[src/rtl/MIXER.sv]
// Shared types, defaults and saturation helper for the sound mixer.
// Used by sound_mixer and mixer_dc_block.
package MIXER;

  localparam int DEF_CH_NUM    = 4;
  localparam int DEF_IN_WIDTH  = 10;
  localparam int DEF_OUT_WIDTH = 16;

  typedef enum logic [1:0] {
    IDLE,
    ACCUM,
    SAT,
    DONE
  } state_t;

  // Clamp a signed value into the range of a w-bit signed number.
  function automatic logic signed [63:0] saturate(
    input logic signed [63:0] v,
    input int                 w
  );
    logic signed [63:0] hi;
    logic signed [63:0] lo;
    hi = (64'sd1 <<< (w - 1)) - 64'sd1;
    lo = -hi - 64'sd1;
    if (v > hi) return hi;
    if (v < lo) return lo;
    return v;
  endfunction

endpackage

[src/rtl/mixer_dc_block.sv]
// DC-blocking high-pass: y = x - x1 + y1 - (y1 >>> DC_SHIFT).
// Output registered and saturated; state advances only on valid samples.
module mixer_dc_block
  import MIXER::*;
#(
  parameter int WIDTH    = DEF_OUT_WIDTH,
  parameter int DC_SHIFT = 8
) (
  input  logic             CLK,
  input  logic             RESET_n,
  input  logic             IN_VALID,
  input  logic [WIDTH-1:0] IN,
  output logic [WIDTH-1:0] OUT,
  output logic             OUT_VALID
);

  localparam int IW = WIDTH + 2;

  logic signed [IW-1:0] x;
  logic signed [IW-1:0] y;
  logic signed [IW-1:0] x_prev;
  logic signed [IW-1:0] y_prev;

  assign x = IW'($signed(IN));
  assign y = x - x_prev + y_prev - (y_prev >>> DC_SHIFT);

  always_ff @(posedge CLK or negedge RESET_n) begin
    if (!RESET_n) begin
      x_prev    <= '0;
      y_prev    <= '0;
      OUT       <= '0;
      OUT_VALID <= 1'b0;
    end else begin
      OUT_VALID <= IN_VALID;
      if (IN_VALID) begin
        x_prev <= x;
        y_prev <= y;
        OUT    <= WIDTH'(saturate(64'(y), WIDTH));
      end
    end
  end

endmodule

[src/rtl/sound_mixer.sv]
// Time-multiplexed channel mixer: capture, serial sum, shift, saturate.
// Define MIXER_DC_BLOCK_EN to add the DC-blocking stage on the output.
module sound_mixer
  import MIXER::*;
#(
  parameter int CH_NUM     = DEF_CH_NUM,
  parameter int IN_WIDTH   = DEF_IN_WIDTH,
  parameter int OUT_WIDTH  = DEF_OUT_WIDTH,
  parameter int GAIN_SHIFT = 0,
  parameter int DC_SHIFT   = 8
) (
  input  logic                       CLK,
  input  logic                       RESET_n,
  input  logic                       SAMPLE_EN,
  input  logic [CH_NUM*IN_WIDTH-1:0] IN,
  output logic                       BUSY,
  output logic [OUT_WIDTH-1:0]       OUT,
  output logic                       OUT_VALID
);

  localparam int XW    = $clog2(CH_NUM);
  localparam int ACC_W = IN_WIDTH + XW;
  localparam int S_W   = ACC_W + GAIN_SHIFT;
  localparam logic [XW-1:0] LAST = XW'(CH_NUM - 1);

  state_t state;
  state_t state_nx;

  logic [CH_NUM*IN_WIDTH-1:0] cap;
  logic signed [ACC_W-1:0]    acc;
  logic signed [ACC_W-1:0]    ch_ext;
  logic signed [S_W-1:0]      scaled;
  logic signed [OUT_WIDTH-1:0] sat_q;
  logic [OUT_WIDTH-1:0]       out_q;
  logic [XW-1:0]              idx;
  logic                       busy_q;
  logic                       vld_q;
  logic                       blk;
  logic                       start;

  // Capture is shifted down each ACCUM cycle, so the low slot is current.
  assign ch_ext = ACC_W'($signed(cap[IN_WIDTH-1:0]));
  assign scaled = S_W'(acc) <<< GAIN_SHIFT;
  assign start  = SAMPLE_EN && (state == IDLE) && !blk;

  always_ff @(posedge CLK or negedge RESET_n) begin
    if (!RESET_n) state <= IDLE;
    else          state <= state_nx;
  end

  always_comb begin
    state_nx = state;
    unique case (state)
      IDLE:  if (start) state_nx = ACCUM;
      ACCUM: if (idx == LAST) state_nx = SAT;
      SAT:   state_nx = DONE;
      DONE:  state_nx = IDLE;
    endcase
  end

  always_ff @(posedge CLK or negedge RESET_n) begin
    if (!RESET_n) begin
      cap    <= '0;
      acc    <= '0;
      idx    <= '0;
      sat_q  <= '0;
      out_q  <= '0;
      busy_q <= 1'b0;
      vld_q  <= 1'b0;
    end else begin
      vld_q <= 1'b0;
      if (start) begin
        cap    <= IN;
        acc    <= '0;
        idx    <= '0;
        busy_q <= 1'b1;
      end
      if (state == ACCUM) begin
        acc <= acc + ch_ext;
        cap <= cap >> IN_WIDTH;
        idx <= idx + 1'b1;
      end
      if (state == SAT)
        sat_q <= OUT_WIDTH'(saturate(64'(scaled), OUT_WIDTH));
      if (state == DONE) begin
        out_q  <= sat_q;
        vld_q  <= 1'b1;
        busy_q <= 1'b0;
      end
    end
  end

`ifdef MIXER_DC_BLOCK_EN
  // Stay busy while the filter registers the sample.
  assign blk  = vld_q;
  assign BUSY = busy_q | vld_q;

  mixer_dc_block #(
    .WIDTH   (OUT_WIDTH),
    .DC_SHIFT(DC_SHIFT)
  ) u_dc (
    .CLK      (CLK),
    .RESET_n  (RESET_n),
    .IN_VALID (vld_q),
    .IN       (out_q),
    .OUT      (OUT),
    .OUT_VALID(OUT_VALID)
  );
`else
  logic unused_dc_shift;
  assign unused_dc_shift = ^DC_SHIFT;
  assign blk       = 1'b0;
  assign BUSY      = busy_q;
  assign OUT       = out_q;
  assign OUT_VALID = vld_q;
`endif

endmodule

[config.mk]
export PLATFORM = sky130hd
export DESIGN_NAME = sound_mixer
export DESIGN_NICKNAME = d
export VERILOG_FILES = /design/src/rtl/MIXER.sv /design/src/rtl/mixer_dc_block.sv /design/src/rtl/sound_mixer.sv
export SDC_FILE = /design/constraint.sdc
export NUM_CORES = 1
export LEC_CHECK = 0
export CAP_MARGIN = 20
export CORE_MARGIN = 2
export CORE_UTILIZATION = 34
export CTS_CLUSTER_DIAMETER = 80
export DETAILED_ROUTE_END_ITERATION = 16
export GPL_TIMING_DRIVEN = 0
export PLACE_DENSITY_LB_ADDON = 0.2
export SYNTH_ARGS = -nofsm -noshare
export SYNTH_HDL_FRONTEND = slang
export SYNTH_SLANG_ARGS = --single-unit
export TNS_END_PERCENT = 10
[constraint.sdc]
create_clock -name CLK -period 2.95 [get_ports CLK]
set_input_delay 0.4425 -clock CLK [delete_from_list [all_inputs] [get_ports CLK]]
set_output_delay 0.4425 -clock CLK [all_outputs]
set_load 0.05 [all_outputs]
==> results.json <==
{
  "start_util_pct": 34.8,
  "vias_per_cell": 4.88,
  "ys_ff_latch": 84,
  "maxCapViolCount": 0,
  "dp_slack_ns": 0.878,
  "grt_pass1_vias": 3043,
  "setup-tns-final_ns": 0,
  "r2r_start": "cap[0]$_DFFE_PN0P_",
  "cts_max_path_buffers": 2,
  "synth_top_area_cell": "dfrtp_1",
  "min_period_over_period_pct": 70.8,
  "reg2reg_slack_ns": 0.86,
  "cts_made_buffers": 9,
  "setup-violations-final": 0,
  "clkTransAtPathRegs_ns": 0.06,
  "wl_per_cell_um": 15.2,
  "worst_pin_slew_ns": 0.594,
  "fin_crit_ns": 2.09,
  "drc": 0,
  "synth.distinct_cells": 40,
  "synth_cells": 366,
  "hold_buffers": 0,
  "endpoint_kind": "flip-flop",
  "critPathArrivalTime_ns": 2.30,
  "peakVddDrop_mv": 0.575,
  "max-slew-margin-rel_pct": 60.4,
  "synth_nets": 427,
  "synthFlopType": "dfrtp_1",
  "antenna_found_initial": 0,
  "antennaDiodeCount": 0,
  "firstDrtPassIters": 4,
  "grt_setup_unrepaired": "no",
  "dpl.hpwl_mm": 6.53,
  "io_buffers": 60,
  "finalInstanceArea_sq_um": 5070,
  "syn_avg_cell_area_sq_um": 10.9,
  "via_count": 2860,
  "grt_max_degree": 62,
  "postLayoutSetupSlackWorst_ns": 0.862,
  "yosys_warnings": 0,
  "ctsResizeCount": 0,
  "crit_start": "cap[0]$_DFFE_PN0P_",
  "cp-start-kind": "flip-flop",
  "synth_top_area_share_pct": 52.9,
  "grt_pass1_wl_mm": 15.3,
  "die_w_um": 112,
  "htreeDepth": 3,
  "slew_viol_final": 0,
  "fin_util_pct": 44.4,
  "worstSetupPathType": "reg -> reg",
  "placed_area_sq_um": 4780,
  "drive_above_1_share_pct": 13.3,
  "required_ns": 3.16,
  "worst-path-max-fanout": 3,
  "seq_area_frac_synth_pct": 52.9,
  "num_rows": 39,
  "p_per_area_nw_per_um2": 1120,
  "clock-root-buffer": "clkbuf_16",
  "fmax_mhz": 479,
  "syn_area_sq_um": 3970,
  "cts_tree": "yes",
  "power_mw": 5.68,
  "nets": 499,
  "crit_slowest_cell": "fa_1",
  "clk-insertion-delay-late_ns": 0.34,
  "die_area_sq_um": 12600,
  "p_leak_nw": 2.41,
  "status": "complete, no violations",
  "grt_usage_pct": 15.4,
  "drt-total-wl_mm": 8.90,
  "die_h_um": 112,
  "ant_nets": 0,
  "clkSinkCount": 84,
  "netlist_top_cells_area": "dfrtp_1 (53%), mux2i_1 (7.6%), nand2_1 (7.0%), mux2_2 (6.8%), ha_1 (5.4%)",
  "drtIter0Drc": 101,
  "cp_slowest_stage_delay_ns": 0.46,
  "hold_viol": 0,
  "gr-total-overflow": 0,
  "hold_class": "in -> async",
  "gp_congestion": 0.816,
  "io_pins": 61,
  "crit_chain": "ha_1, fa_1, a211oi_2, o21ai_2, a31oi_1, xor2_1, o21ai_1",
  "synth_edf_count": 0,
  "syn2layout_area_growth_pct": 27.7,
  "core_area_sq_um": 11400,
  "async_reset_ff_share_pct": 100,
  "skew_ns": 0.00856,
  "cts_setup_buffers": 0
}
==> placed cells by master, fill, tap and decap left out, types with 5 or more instances in the layout <==
| master | n |
|---|---|
| nor2_1 | 6 |
| a21oi_1 | 17 |
| inv_1 | 6 |
| mux2i_1 | 30 |
| clkbuf_16 | 9 |
| buf_4 | 6 |
| dfrtp_1 | 84 |
| clkdlybuf4s50_1 | 59 |
| clkbuf_1 | 12 |
| o21ai_1 | 5 |
| o21ai_0 | 41 |
| ha_1 | 17 |
| nand2_1 | 74 |
| mux2_2 | 24 |
==> state kept, by name (all words and copies together) (netlist names) <==
register   flops
OUT           13
sat_q         13
acc           12
OUT_VALID      1
BUSY           1
cap           40
idx            2
state          2
==> critical path: cells and delay by family, from the launching register on <==
kind,cells,cell delay (ns)
XOR/XNOR,1,0.16
flip-flops,1,0.38
adder cells (fa/ha/maj),2,0.71
AO/OA/AOI/OAI,4,0.72
==> power breakdown <==
part / switching (mW) / total (mW) / internal (mW)
logic: 1.55 / 2.64 / 1.09
clock network: 0.469 / 1.10 / 0.627
registers: 0.298 / 1.95 / 1.65
==> area by class of cell <==
class | count | area, sq um
clock buffer | 11 | 253
clock inverter | 5 | 45.0
buffer | 21 | 101
inverter | 7 | 26.3
fill | 1103 | 6340
sequential | 84 | 2100
multi-input combinational | 254 | 1740
tap | 143 | 179
timing repair buffer | 61 | 626
==> worst paths after layout <==
kind	endpoint	depth (start not counted)
worst max-delay path	acc[8]$_DFFE_PN0P_	7
worst min-delay path	acc[10]$_DFFE_PN0P_	1
worst max register to register	acc[8]$_DFFE_PN0P_	7
worst min register to register	cap[20]$_DFFE_PN0P_	2
max in group asynchronous	acc[4]$_DFFE_PN0P_	2
min in group CLK	cap[20]$_DFFE_PN0P_	2
==> cell usage after synthesis, types with 2 or more instances <==
cell      number
nand2_1       74
a31oi_1        2
mux2i_1       30
o21ai_1        5
o22ai_1        2
nor2_1         6
inv_1          6
a21oi_1       17
xor2_1         4
buf_4          5
ha_1          17
o21ai_0       41
mux2_2        24
a21o_1         4
buf_2          3
and3_1         3
a211oi_2       2
nand3_1        2
and2_1         2
clkbuf_1      12
xnor2_1        3
dfrtp_1       84
==> cells by family (layout without fill, tap and decap cells) <==
logic type | count (synthesis) | after routing | share of synthesized area [%]
AO/OA/AOI/OAI | 85 | 85 | 12.9
XOR/XNOR | 7 | 7 | 1.54
flip-flops | 84 | 84 | 52.9
buffers and inverters | 28 | 105 | 3.21
adder cells (fa/ha/maj) | 18 | 18 | 5.86
AND/OR/NAND/NOR | 89 | 89 | 8.88
multiplexers | 55 | 55 | 14.6
==> per-stage QoR <==
| step | hold slack, ns | std cells |
|---|---|---|
| 2_1_floorplan | 0.147 | 366 |
| 3_3_place_gp | 0.464 | 569 |
| 3_5_place_dp | 0.379 | 570 |
| 4_1_cts | 0.0225 | 586 |
| 5_1_grt | 0.0304 | 586 |
| 6_report | 0.0184 | 586 |
==> metal layers <==
layer  wire length, um  GRT usage [%]
met1              4060           20.3
met2              4310           25.7
met3               449           2.97
met4                82           4.63
met5                 0              0
(Power assumes the default switching activity.)
==> RTL change 1: new RTL, config.mk and constraints unchanged <==
The option `MIXER_DC_BLOCK_EN` is turned on by a define.
--- a/src/rtl/sound_mixer.sv
+++ b/src/rtl/sound_mixer.sv
@@ -1,5 +1,7 @@
 // Time-multiplexed channel mixer: capture, serial sum, shift, saturate.
 // Define MIXER_DC_BLOCK_EN to add the DC-blocking stage on the output.
+`define MIXER_DC_BLOCK_EN
+
 module sound_mixer
   import MIXER::*;
 #(
Check against the original RTL: not equivalent (Yosys sat finds a counterexample within 10 cycles, from zero or initial values and one cycle with RESET_n low).
==> RTL change 1 against the original RTL <==
- the flow now finishes with violations (setup timing)
- critical path depth rose by 11
- setup slack got worse by 1600 ps
- area after synthesis rose by 84%
- non-clock buffer count rose by 29
- sequential cell count rose by 48
- wire length rose by 95%
- design area rose by 85%
- critical endpoint is now u_dc.OUT[13]$_DFFE_PN0P_
Power is left out: the tool's default activity adds up to more than one toggle a clock period on the data nets, which glitch-free logic cannot reach.
==> RTL change 1: results (changes against the original RTL) <==
INFO  metric grt_max_degree = 95 (+53%)
INFO  metric cts_bufs_inserted = 17 (+8)
INFO  metric grt.met2_usage = 0.269 (+0.0112)
INFO  metric worst_skew_pair.late_latency = 420 ps (+80 ps)
INFO  metric arrival_time_reported_for_the_critical_path_endpoint = 3940 ps (+1640 ps)
INFO  metric yosys-mux-area-fraction = 0.0861 (-0.0604)
INFO  metric netlist_instances = 722 (+97%)
INFO  metric yosysSeqAreaShare = 0.451 (-0.0784)
INFO  metric worst_r2r_startpoint = u_dc.x_prev[0]$_DFFE_PN0P_
INFO  metric setup-violations-final = 27 (+27)
INFO  metric place.gp.congestion = 0.793 (-2.9%)
INFO  metric layout.area.seq = 3310 µm² (+57%)
INFO  metric met2_wirelength = 8170 µm (+90%)
INFO  metric layout.nonclk_buf_frac = 0.0975 (-0.0458)
INFO  metric first_pass_iters = 7 (+3)
INFO  metric use_met3 = 0.0386 (+0.00886)
INFO  metric crit_path_max_incr_delay = 520 ps (+60 ps)
INFO  metric finalClockSkew = 9.76 ps (+1.20 ps)
INFO  metric worst_slack = -747 ps (-1610 ps)
INFO  metric clock_buffer_count = 18 (+7)
INFO  metric grt_first_pass_wirelength = 29300 µm (+92%)
INFO  metric hpwlAfterDp = 12800 µm (+96%)
INFO  metric outcome = finished with violations
INFO  metric synth_cell_type_count = 39 (-2.5%)
INFO  metric largest_registers = cap x40, u_dc.y_prev x18, u_dc.OUT x16
INFO  metric crit_fanout = 9 (+6)
INFO  metric postCtsHoldBufs = 1 (+1)
INFO  metric grt_pass1_vias = 5636 (+85%)
INFO  metric wl_per_cell = 15.7 µm (+3.1%)
INFO  metric crit-reg2reg-capture = u_dc.OUT[13]$_DFFE_PN0P_
INFO  metric postCtsSetupBuffers = 11 (+11)
INFO  metric compound_gate_fraction_of_synth_area = 0.138 (+0.00902)
INFO  metric ff2ff_path_depth = 18 (+11)
INFO  metric detail_route.wirelength.met1 = 8440 µm (+110%)
INFO  metric yosys.area_share.adder = 0.145 (+0.0869)
INFO  metric rrSetupSlack = -750 ps (-1610 ps)
INFO  metric failed_checks = setup timing
INFO  metric synthXorXnorAreaFrac = 0.0299 (+0.0144)
INFO  metric critPathTopFamily = adder cells
[RTL change 1: through the flow]
stage	area (µm²)	setup slack (ps)	TNS [ps]	util	hold WS, ps
floorplan	7360	-491	-8090	-	147
global placement	8310	-4720	-572660	0.394	367
CTS	9180	-712	-14330	0.435	380
global route	9380	-888	-19370	0.445	417
detailed placement	8330	-1060	-20490	0.395	367
finish	9380	-747	-15250	0.445	377
[RTL change 1: worst max-delay path by stage]
stage	endpoint	slack [ps]	cells after the start
6_report	u_dc.OUT[13]$_DFFE_PN0P_	-750	18
3_3_place_gp	u_dc.y_prev[17]$_DFFE_PN0P_	-4720	1
3_5_place_dp	u_dc.OUT[10]$_DFFE_PN0P_	-1060	12
4_1_cts	u_dc.OUT[13]$_DFFE_PN0P_	-710	17
2_1_floorplan	u_dc.OUT[10]$_DFFE_PN0P_	-490	17
5_1_grt	u_dc.OUT[11]$_DFFE_PN0P_	-890	18
==> RTL change 2: new RTL, config.mk and constraints unchanged <==
Made on the original files. Put one more register stage on the output `OUT`, with the module's reset. The value now appears one clock later. The other outputs are not delayed to match.
--- a/src/rtl/sound_mixer.sv
+++ b/src/rtl/sound_mixer.sv
@@ -111,7 +111,13 @@
   assign unused_dc_shift = ^DC_SHIFT;
   assign blk       = 1'b0;
   assign BUSY      = busy_q;
-  assign OUT       = out_q;
+  always_ff @(posedge CLK or negedge RESET_n) begin
+    if (!RESET_n) begin
+      OUT <= '0;
+    end else begin
+      OUT <= out_q;
+    end
+  end
   assign OUT_VALID = vld_q;
 `endif
 
Behaviour: not the same (Yosys sat finds a counterexample within 10 cycles, from zero or initial values and one cycle with RESET_n low).
==> RTL change 2 against the original RTL <==
- design area grew 7.3%
- setup slack lost 63 ps
- first-iteration DRC count grew 40%
- critical path depth is the same
- area after synthesis grew 8.2%
- total power grew 5.3%
- wire length shrank 4.4%
- sequential cell count grew 13
- critical path type unchanged
- largest power group unchanged
==> RTL change 2: results (changes against the original RTL) <==
INFO  metric grt.total_usage = 0.138 (-0.0153)
INFO  metric hpwlAfterDp = 6400 µm (-2.0%)
INFO  metric grt_max_degree = 57 (-8.1%)
INFO  metric synth_top_cells_by_count = dfrtp_1 (97), nand2_1 (74), o21ai_0 (44)
INFO  metric rrSetupSlack = 800 ps (-60 ps)
INFO  metric power_leakage = 2.58 nW (+7.3%)
INFO  metric largest_register_ff_count = 40 (unchanged)
INFO  metric yosysSeqAreaShare = 0.565 (+0.0356)
INFO  metric worst_skew_pair.late_latency = 330 ps
INFO  metric worst_slew_pin_slew = 568 ps (-25.9 ps)
INFO  metric place.gp.congestion = 0.877 (+7.5%)
INFO  metric arrival_time_reported_for_the_critical_path_endpoint = 2350 ps (+50 ps)
INFO  metric syn_to_final_growth = 26.7%
INFO  metric synth_async_sr_flop_share = 1.00 (unchanged)
INFO  metric post_route_cells_drive_above_1_share = 0.134 (+0.000883)
INFO  metric dp_slack = 809 ps (-69.4 ps)
INFO  metric cts_bufs_inserted = 9 (unchanged)
INFO  metric wirelength = 8510 µm (-4.4%)
INFO  metric synth.net_count = 439 (+2.8%)
INFO  metric nets = 511 (+2.4%)
INFO  metric synth_cell_type_count = 38 (-5.0%)
INFO  metric worst_r2r_startpoint = acc[0]$_DFFE_PN0P_
INFO  metric ys_top_cells_by_area = dfrtp_1 (56%), mux2i_1 (7.0%), mux2_2 (6.6%), nand2_1 (6.5%), o21ai_0 (5.1%)
INFO  metric drtIter0Drc = 141 (+40%)
INFO  metric grt_pass1_vias = 2963 (-2.6%)
INFO  metric path_class = reg -> reg
INFO  metric vdd.ir_drop.worst = 0.355 mV (-38%)
INFO  metric outcome = finished clean
INFO  metric via_count = 2919 (+2.1%)
INFO  metric placement.cell_area = 5140 µm² (+7.6%)
INFO  metric finalClockSkew = 6.62 ps (-1.94 ps)
INFO  metric grt_first_pass_wirelength = 14400 µm (-5.6%)
INFO  metric nFillCells = 1210 (+9.7%)
==> RTL change 2: how the worst max path moves through the flow <==
stage                                     end  slack [ps]  depth (start not counted)
after global placement    cap[38]$_DFFE_PN0P_       -2250                          1
after floorplan            acc[8]$_DFFE_PN0P_        1030                          7
after CTS                 cap[28]$_DFFE_PN0P_         800                          5
final                      acc[8]$_DFFE_PN0P_         800                          7
after global routing       acc[8]$_DFFE_PN0P_         660                          7
after detailed placement   acc[8]$_DFFE_PN0P_         810                          7
==> RTL change 2: cells by family after synthesis <==
logic type               synth area share
buffers and inverters              0.0300
AO/OA/AOI/OAI                       0.121
multiplexers                        0.135
adder cells (fa/ha/maj)            0.0541
XOR/XNOR                           0.0143
AND/OR/NAND/NOR                    0.0806
flip-flops                          0.565
==> RTL change 2: power by group <==
part           leakage (nW)  switching [mW]  internal [mW]
combinational          1.18            1.52           1.09
clock                 0.149           0.471          0.704
sequential             1.25           0.295           1.90
total                  2.58            2.29           3.70
==> RTL change 2: final cells by class <==
| class | instances | area share |
|---|---|---|
| clock inverter | 4 | 0.00942 |
| multi-input combinational | 253 | 0.320 |
| sequential | 97 | 0.446 |
| inverter | 7 | 0.00482 |
| timing repair buffer | 61 | 0.115 |
| clock buffer | 12 | 0.0471 |
| tap | 172 | 0.0395 |
| buffer | 21 | 0.0188 |
==> RTL change 2: worst max-delay path, stage by stage, from the launching register on <==
cell and delay, ps:
dfrtp_1 400, ha_1 240, fa_1 450, a211oi_2 310
o21ai_2 140, a31oi_1 250, xor2_1 150, o21ai_0 80
==> RTL change 2: layer usage <==
layer	vias to the layer above	global-route usage	routed length, µm
li1	1456	-	-
met1	1383	0.181	4100
met2	67	0.227	3970
met3	13	0.0254	277
met4	0	0.0595	161
met5	-	0	0
==> RTL change 2: per-stage QoR <==
step	hold WS (ps)	TNS (ps)	cells	total power, mW	utilization
final	90.0	0	627	5.98	0.437
after global routing	123	0	627	6.47	0.437
after CTS	111	0	627	6.05	0.437
after detailed placement	362	0	611	4.87	0.412
after global placement	358	-217410	610	4.79	0.410
after floorplan	147	0	378	4.12	-
